==> src/rtl/bus_arbiter_pkg.sv <==
// Shared definitions for the two-client read bus arbiter.
// Latency: n/a (types and constants only).
// Backpressure: n/a.
//
// Contents:
//   arb_state_t  ownership FSM encoding (IDLE=0, OWN0=1, OWN1=2)
//   CLIENT0/1    client identifiers; these are the values stored in the
//                route FIFO, so each response can find its originator.
package bus_arbiter_pkg;

    typedef enum logic [1:0] {
        IDLE = 2'd0,
        OWN0 = 2'd1,
        OWN1 = 2'd2
    } arb_state_t;

    // Client 0 is the imap BIU, client 1 is the weight BIU.
    localparam logic CLIENT0 = 1'b0;
    localparam logic CLIENT1 = 1'b1;

endpackage

==> src/rtl/arb_route_fifo.sv <==
// Route FIFO: remembers which client issued each outstanding memory read.
// Latency: head is available the cycle after the push (registered storage).
// Backpressure: full/empty flags; push when full and pop when empty are ignored.
//
// Ports:
//   clk, rst_n          clock, synchronous active-low reset
//   push, push_dat      write one client ID
//   pop                 discard the head entry
//   head                client ID of the oldest outstanding read
//   full, empty         occupancy flags
module arb_route_fifo #(
    parameter int DEPTH = 8
) (
    input  logic clk,
    input  logic rst_n,
    input  logic push,
    input  logic push_dat,
    input  logic pop,
    output logic head,
    output logic full,
    output logic empty
);

    localparam int PW = $clog2(DEPTH);
    localparam int CW = PW + 1;
    localparam logic [CW-1:0] FULL_CNT = CW'(DEPTH);

    logic [PW-1:0] wr_ptr;
    logic [PW-1:0] rd_ptr;
    logic [CW-1:0] count;
    logic          slots [DEPTH];
    logic          do_push;
    logic          do_pop;

    assign do_push = push & ~full;
    assign do_pop  = pop & ~empty;

    // Pointers wrap naturally because DEPTH is a power of two.
    always_ff @(posedge clk) begin
        if (!rst_n) begin
            wr_ptr <= '0;
            rd_ptr <= '0;
            count  <= '0;
        end else begin
            if (do_push) begin
                wr_ptr <= wr_ptr + PW'(1);
            end
            if (do_pop) begin
                rd_ptr <= rd_ptr + PW'(1);
            end
            case ({do_push, do_pop})
                2'b10:   count <= count + CW'(1);
                2'b01:   count <= count - CW'(1);
                default: count <= count;
            endcase
        end
    end

    // Storage needs no reset: entries are only read while count is non-zero.
    always_ff @(posedge clk) begin
        if (do_push) begin
            slots[wr_ptr] <= push_dat;
        end
    end

    assign head  = slots[rd_ptr];
    assign full  = (count == FULL_CNT);
    assign empty = (count == '0);

endmodule

==> src/rtl/bus_arbiter.sv <==
// Two-client read bus arbiter: one client owns the request path at a time, responses are routed back in issue order.
// Latency: 0 cycles on both request and response paths (combinational pass-through).
// Backpressure: owner rdy follows mem_rdy and route FIFO space; mem_rrdy follows the routed client's rrdy.
//
// Build option: define BUS_ARB_RR_EN for round-robin on simultaneous requests;
// without it client 0 has fixed priority and no last-served state exists.
//
// Ports:
//   clk, rst_n                      clock, synchronous active-low reset
//   cN_req                          bus ownership request, held for the transfer
//   cN_addr / cN_vld / cN_rdy       client read-address channel
//   cN_rdata / cN_rvld / cN_rrdy    client response channel
//   mem_addr / mem_vld / mem_rdy    memory read-address channel
//   mem_rdata / mem_rvld / mem_rrdy memory response channel (in order)
module bus_arbiter
    import bus_arbiter_pkg::*;
#(
    parameter int AW          = 32,
    parameter int DW          = 32,
    parameter int ROUTE_DEPTH = 8
) (
    input  logic          clk,
    input  logic          rst_n,

    input  logic          c0_req,
    input  logic [AW-1:0] c0_addr,
    input  logic          c0_vld,
    output logic          c0_rdy,
    output logic [DW-1:0] c0_rdata,
    output logic          c0_rvld,
    input  logic          c0_rrdy,

    input  logic          c1_req,
    input  logic [AW-1:0] c1_addr,
    input  logic          c1_vld,
    output logic          c1_rdy,
    output logic [DW-1:0] c1_rdata,
    output logic          c1_rvld,
    input  logic          c1_rrdy,

    output logic [AW-1:0] mem_addr,
    output logic          mem_vld,
    input  logic          mem_rdy,
    input  logic [DW-1:0] mem_rdata,
    input  logic          mem_rvld,
    output logic          mem_rrdy
);

    // ------------------------------------------------------------------
    // Ownership FSM
    // ------------------------------------------------------------------
    arb_state_t state;
    logic       own0;          // registered one-hot view of OWN0
    logic       own1;          // registered one-hot view of OWN1
    logic       grant_vld;
    logic       grant_id;

`ifdef BUS_ARB_RR_EN
    logic       last_served;
`endif

    // Grant decision used only while IDLE.
    always_comb begin
        grant_vld = c0_req | c1_req;
        grant_id  = CLIENT0;
        if (c0_req && c1_req) begin
`ifdef BUS_ARB_RR_EN
            // Alternate between clients when both ask at once.
            grant_id = (last_served == CLIENT1) ? CLIENT0 : CLIENT1;
`else
            grant_id = CLIENT0;
`endif
        end else if (c1_req) begin
            grant_id = CLIENT1;
        end
    end

    // Release does not wait for outstanding responses: the route FIFO
    // keeps track of who each in-flight read belongs to.
    always_ff @(posedge clk) begin
        if (!rst_n) begin
            state <= IDLE;
            own0  <= 1'b0;
            own1  <= 1'b0;
`ifdef BUS_ARB_RR_EN
            last_served <= CLIENT1;
`endif
        end else begin
            case (state)
                IDLE: begin
                    if (grant_vld) begin
                        state <= (grant_id == CLIENT1) ? OWN1 : OWN0;
                        own0  <= (grant_id == CLIENT0);
                        own1  <= (grant_id == CLIENT1);
`ifdef BUS_ARB_RR_EN
                        last_served <= grant_id;
`endif
                    end
                end
                OWN0: begin
                    if (!c0_req) begin
                        state <= IDLE;
                        own0  <= 1'b0;
                    end
                end
                OWN1: begin
                    if (!c1_req) begin
                        state <= IDLE;
                        own1  <= 1'b0;
                    end
                end
                default: begin
                    state <= IDLE;
                    own0  <= 1'b0;
                    own1  <= 1'b0;
                end
            endcase
        end
    end

    // ------------------------------------------------------------------
    // Route FIFO
    // ------------------------------------------------------------------
    logic fifo_full;
    logic fifo_empty;
    logic route_head;
    logic push;
    logic push_id;
    logic pop;

    arb_route_fifo #(
        .DEPTH (ROUTE_DEPTH)
    ) u_route_fifo (
        .clk      (clk),
        .rst_n    (rst_n),
        .push     (push),
        .push_dat (push_id),
        .pop      (pop),
        .head     (route_head),
        .full     (fifo_full),
        .empty    (fifo_empty)
    );

    // ------------------------------------------------------------------
    // Request path
    // ------------------------------------------------------------------
    // Gating with rst_n keeps every handshake output low while reset is
    // asserted, including the first cycle before the FSM has been cleared.
    logic req_open;

    assign req_open = rst_n & ~fifo_full;

    assign mem_addr = own1 ? c1_addr : (own0 ? c0_addr : '0);
    assign mem_vld  = req_open & ((own0 & c0_vld) | (own1 & c1_vld));
    assign c0_rdy   = req_open & own0 & mem_rdy;
    assign c1_rdy   = req_open & own1 & mem_rdy;

    assign push     = mem_vld & mem_rdy;
    assign push_id  = own1 ? CLIENT1 : CLIENT0;

    // ------------------------------------------------------------------
    // Response path
    // ------------------------------------------------------------------
    // A response arriving with nothing outstanding belongs to nobody and
    // is left unacknowledged.
    logic rsp_open;
    logic c0_sel;
    logic c1_sel;

    assign rsp_open = rst_n & ~fifo_empty;
    assign c0_sel   = rsp_open & (route_head == CLIENT0);
    assign c1_sel   = rsp_open & (route_head == CLIENT1);

    assign c0_rdata = mem_rdata;
    assign c1_rdata = mem_rdata;
    assign c0_rvld  = c0_sel & mem_rvld;
    assign c1_rvld  = c1_sel & mem_rvld;
    assign mem_rrdy = (c0_sel & c0_rrdy) | (c1_sel & c1_rrdy);

    assign pop      = mem_rvld & mem_rrdy;

endmodule

==> config.mk <==
export PLATFORM = sky130hd
export DESIGN_NAME = bus_arbiter
export DESIGN_NICKNAME = d
export VERILOG_FILES = /design/src/rtl/bus_arbiter_pkg.sv /design/src/rtl/arb_route_fifo.sv /design/src/rtl/bus_arbiter.sv
export SDC_FILE = /design/constraint.sdc
export NUM_CORES = 1
export LEC_CHECK = 0
export BUFFER_PORTS_ARGS = -buffer_cell sky130_fd_sc_hd__buf_4
export CELL_PAD_IN_SITES_DETAIL_PLACEMENT = 1
export CELL_PAD_IN_SITES_GLOBAL_PLACEMENT = 2
export CORE_AREA = 2 2 100 141
export DETAILED_ROUTE_END_ITERATION = 7
export DIE_AREA = 0 0 102 143
export GPL_TIMING_DRIVEN = 0
export PLACE_DENSITY_LB_ADDON = 0.1
export SLEW_MARGIN = 20
export SYNTH_ARGS = -nofsm -noshare
export SYNTH_HDL_FRONTEND = slang
export SYNTH_HIERARCHICAL = 1
export SYNTH_SLANG_ARGS = --single-unit
==> constraint.sdc <==
create_clock -name clk -period 3 [get_ports clk]
set_input_delay 0.75 -clock clk [delete_from_list [all_inputs] [get_ports clk]]
set_output_delay 0.75 -clock clk [all_outputs]
set_load 0.05 [all_outputs]
==> impl_metrics.xml <==
<?xml version="1.0" encoding="UTF-8"?>
<metrics>
  <group name="route">
    <metric name="drt_pass1_iterations" unit="">4</metric>
    <metric name="drt-met1-wl" unit="microns">2540</metric>
    <metric name="num_vias" unit="">2220</metric>
    <metric name="wire_per_inst" unit="microns">13.3</metric>
    <metric name="drc" unit="">0</metric>
    <metric name="starting_drc_count_in_detailed_routing" unit="">45</metric>
    <metric name="drtAntennaViolNets" unit="">0</metric>
    <metric name="drt_wl_total" unit="microns">7800</metric>
    <metric name="vias_per_cell" unit="">3.79</metric>
    <metric name="met2WireLength" unit="microns">3990</metric>
    <metric name="top_layer_used" unit="">met4</metric>
    <metric name="wl_met3" unit="microns">1180</metric>
  </group>
  <group name="finish">
    <metric name="area_delta_synth_final" unit="%">82.8</metric>
    <metric name="final_cell_area" unit="sq mm">0.00381</metric>
    <metric name="design.final.nets" unit="">516</metric>
    <metric name="layoutNonFillerInstCount" unit="">586</metric>
    <metric name="num_antenna_cells" unit="">0</metric>
    <metric name="mostFrequentLayoutCell" unit="">buf_4</metric>
    <metric name="final_layout_size_suffix_gt1_share" unit="%">68.3</metric>
    <metric name="commonest_cells_after_routing_fill_and_taps_aside" unit="">buf_4 (245), a22o_1 (32), dfxtp_1 (16)</metric>
  </group>
  <group name="power">
    <metric name="clkPwrFrac" unit="%">22.9</metric>
    <metric name="netSwitchingFraction" unit="%">40.2</metric>
    <metric name="power_frac_seq" unit="%">26.9</metric>
    <metric name="vdd.ir_drop.worst" unit="mV">0.197</metric>
    <metric name="switching_power" unit="mW">0.537</metric>
    <metric name="power-per-cell-area" unit="mW/mm^2">351</metric>
    <metric name="p_leak" unit="nW">1.89</metric>
    <metric name="share_comb_of_total_power" unit="%">50.2</metric>
    <metric name="power.internal" unit="mW">0.799</metric>
  </group>
  <group name="global_routing">
    <metric name="pin_count_of_the_biggest_net_entering_global_routing" unit="">16</metric>
    <metric name="number_of_global_route_vias_before_repair" unit="">2325</metric>
    <metric name="global_route.usage.total" unit="%">10.0</metric>
    <metric name="grt.overflow.total" unit="">0</metric>
    <metric name="antenna_found_initial" unit="">0</metric>
    <metric name="grt_first_pass_wirelength" unit="microns">11600</metric>
  </group>
  <group name="clocking">
    <metric name="cts_buffers" unit="">3</metric>
    <metric name="clock_root_buffer_master" unit="">clkbuf_16</metric>
    <metric name="clk_transition_reported_paths" unit="ns">0.06</metric>
    <metric name="clockBufferDepth" unit="">2</metric>
    <metric name="cts_tree" unit="">yes</metric>
    <metric name="htreeDepth" unit="">1</metric>
    <metric name="clk_latency" unit="ns">0.26</metric>
    <metric name="cts_sinks" unit="">25</metric>
    <metric name="cts.hold.buffers_added" unit="">0</metric>
  </group>
  <group name="worst_hold_path">
    <metric name="min-delay-start" unit="">u_route_fifo/count[3]</metric>
    <metric name="worst_hold_path.endpoint" unit="">u_route_fifo/count[3]</metric>
    <metric name="min_delay_path_depth" unit="">2</metric>
    <metric name="timing.hold.worst.class" unit="">register to register</metric>
  </group>
  <group name="timing">
    <metric name="setup_viol" unit="">0</metric>
    <metric name="finalHoldViolations" unit="">0</metric>
    <metric name="grt_setup_unrepaired" unit="">yes</metric>
    <metric name="final-max-slew-violation-count" unit="">0</metric>
    <metric name="clock_skew" unit="ns">0.00309</metric>
    <metric name="slew_at_the_pin_with_the_worst_max_slew_slack" unit="ns">0.418</metric>
    <metric name="fin_crit" unit="ns">3.00</metric>
    <metric name="max-slew-margin-rel" unit="%">72.1</metric>
    <metric name="final.period_utilization" unit="%">99.9</metric>
    <metric name="max_freq" unit="GHz">0.334</metric>
    <metric name="final_critical_path_setup_slack" unit="ns">0.00351</metric>
  </group>
  <group name="critical_path">
    <metric name="cp.arrival" unit="ns">3.20</metric>
    <metric name="critical-path-max-stage-delay" unit="ns">0.53</metric>
    <metric name="worstSetupPathDepth" unit="">15</metric>
    <metric name="crit_fanout" unit="">8</metric>
    <metric name="cp_cell_sequence" unit="">buf_6, or4b_4, buf_6, inv_1, and2b_1, nor2b_2, and2_1, nand2_4, ha_4, xor2_1, ha_2, a21oi_2, xor2_1, or3_1, a21boi_1</metric>
    <metric name="timing.critical_path.slowest_stage_cell" unit="">or4b_4</metric>
    <metric name="worst_setup_path_end_kind" unit="">register</metric>
    <metric name="critPathRequiredTime" unit="ns">3.20</metric>
    <metric name="r2r_end" unit="">u_route_fifo/count[2]</metric>
    <metric name="criticalPathCategory" unit="">register to register</metric>
    <metric name="rr_startpoint" unit="">u_route_fifo/count[1]</metric>
    <metric name="setup.worst_path.start_class" unit="">register</metric>
    <metric name="worst-path-buf-inv" unit="">3</metric>
    <metric name="r2r_cells" unit="">15</metric>
    <metric name="worst_case_register_to_register_setup_slack" unit="ns">0.004</metric>
    <metric name="critical-path-top-delay-family" unit="">simple AND/OR/NAND/NOR gates</metric>
  </group>
  <group name="synth">
    <metric name="synth.ff_latch_count" unit="">25</metric>
    <metric name="yosys_warnings" unit="">6</metric>
    <metric name="synth_seq_area_share" unit="%">27.9</metric>
    <metric name="synthesis.nets" unit="">331</metric>
    <metric name="synth-edff-count" unit="">8</metric>
    <metric name="synth_top_flop_cell" unit="">dfxtp_1</metric>
    <metric name="synth_async_sr_flop_share" unit="%">0</metric>
    <metric name="post_synth.cell_area_avg" unit="sq um">9.47</metric>
    <metric name="synthDistinctLibCells" unit="">40</metric>
    <metric name="synthesis.area" unit="sq mm">0.00208</metric>
    <metric name="synthCells" unit="">220</metric>
  </group>
  <group name="die">
    <metric name="top_level_ports" unit="">208</metric>
    <metric name="die_area" unit="sq mm">0.0146</metric>
    <metric name="floorplan.core_area" unit="sq mm">0.0133</metric>
    <metric name="die-width" unit="microns">102</metric>
    <metric name="rows" unit="">50</metric>
    <metric name="floorplan.initialDensity" unit="%">15.7</metric>
    <metric name="die_h" unit="microns">143</metric>
  </group>
  <group name="placed_design">
    <metric name="place.port_buffers" unit="">175</metric>
    <metric name="detailedPlacementHpwl" unit="microns">6750</metric>
    <metric name="dpl_worst_slack" unit="ns">-0.255</metric>
    <metric name="dpl.cell_count" unit="">577</metric>
    <metric name="postPlaceCellArea" unit="sq mm">0.00364</metric>
    <metric name="place_congestion" unit="">0.703</metric>
  </group>
  <group name="job">
    <metric name="cap_violations" unit="">0</metric>
  </group>
  <group name="status">
    <metric name="run_status" unit="">complete, no violations</metric>
  </group>
</metrics>
## per-stage QoR
| step | power [mW] | util (%) | hold slack, ns | TNS [ns] |
|---|---|---|---|---|
| after detailed placement | 1.04 | 27.4 | 0.506 | -0.497 |
| after global routing | 1.39 | 28.7 | 0.552 | -0.290 |
| after CTS | 1.36 | 28.7 | 0.515 | -0.0372 |
| after floorplan | 0.814 | - | 0.464 | -0.261 |
| final | 1.34 | 28.7 | 0.513 | 0 |
| after global placement | 1.04 | 27.4 | 0.491 | -0.435 |
## cells in the mapped netlist (2+ instances only)
cell / n / area, sq um
mux2_2: 2 / 22.5
o21ai_0: 2 / 10.0
ha_1: 5 / 62.6
and2_1: 9 / 56.3
dfxtp_1: 17 / 340
mux4_2: 2 / 45.0
nor2_1: 5 / 18.8
nor2b_1: 6 / 37.5
buf_6: 7 / 78.8
nor3_1: 5 / 25.0
nand2b_1: 4 / 25.0
inv_1: 3 / 11.3
buf_4: 64 / 480
xnor2_1: 4 / 35.0
a22o_1: 32 / 280
xor2_1: 3 / 26.3
edfxtp_1: 8 / 240
nand3_1: 4 / 20.0
nand2_1: 6 / 22.5
and2b_1: 2 / 15.0
nor4_1: 2 / 12.5
a21boi_1: 2 / 15.0
and3_1: 3 / 18.8
clkbuf_1: 2 / 7.51
mux2i_1: 4 / 40.0
buf_2: 3 / 15.0
## worst max path at each step
stage                                     start                     to  slack, ns
after floorplan                        register  u_route_fifo/count[2]      -0.17
after global placement                 register  u_route_fifo/count[2]      -0.23
after detailed placement               register  u_route_fifo/count[2]      -0.26
after CTS                              register  u_route_fifo/count[2]      -0.03
after global routing                   register  u_route_fifo/count[2]      -0.16
final                     u_route_fifo/count[1]  u_route_fifo/count[2]      0.004
## final cells by class
| class | count | area (sq um) |
|---|---|---|
| plain buffers | 75 | 578 |
| clock buffers | 3 | 75.1 |
| clock inverters | 1 | 7.51 |
| fillers | 1619 | 9450 |
| inverters | 3 | 11.3 |
| multi-input cells | 116 | 966 |
| flip-flops and latches | 25 | 584 |
| well taps | 182 | 228 |
| repair buffers | 181 | 1360 |
## worst register-to-register path, delay by kind of cell, from the launching register on
family,cells,cell delay (ns)
AO/OA/AOI/OAI,2,0.16
adder cells (fa/ha/maj),2,0.34
flip-flops,1,0.31
AND/OR/NAND/NOR,6,1.55
XOR/XNOR,2,0.28
buffers and inverters,3,0.32
## power by group through the flow
stage                     registers (mW)  logic, mW  clock network [mW]
after global placement             0.368      0.674                   0
after global routing               0.361      0.703               0.329
after floorplan                    0.366      0.448                   0
after CTS                          0.361      0.679               0.319
final                              0.360      0.670               0.306
after detailed placement           0.368      0.675                   0
## metal layers
layer,GRT usage (%),up-vias
met2,18.0,136
met1,9.73,998
met3,5.68,5
met4,2.74,0
met5,0,-
li1,-,1081
## kinds of logic after synthesis
logic type | synth area share, %
AOI/OAI and AO/OA | 17.7
muxes | 5.17
xor gates and xnor gates | 2.94
buffers and inverters | 28.5
DFF | 27.9
adders and majority gates | 3.00
and+or+nand+nor | 14.8
## repair_timing
item | in CTS | in global routing
endpoints found under the setup margin | 2 | 2
endpoints found under the hold margin | 0 | 0
gates resized for setup | 6 | 2
cloned | 0 | 0
pin swaps | 1 | 0
buffers inserted | 6 | 0
No activity file was read; power rests on OpenSTA's default activity.
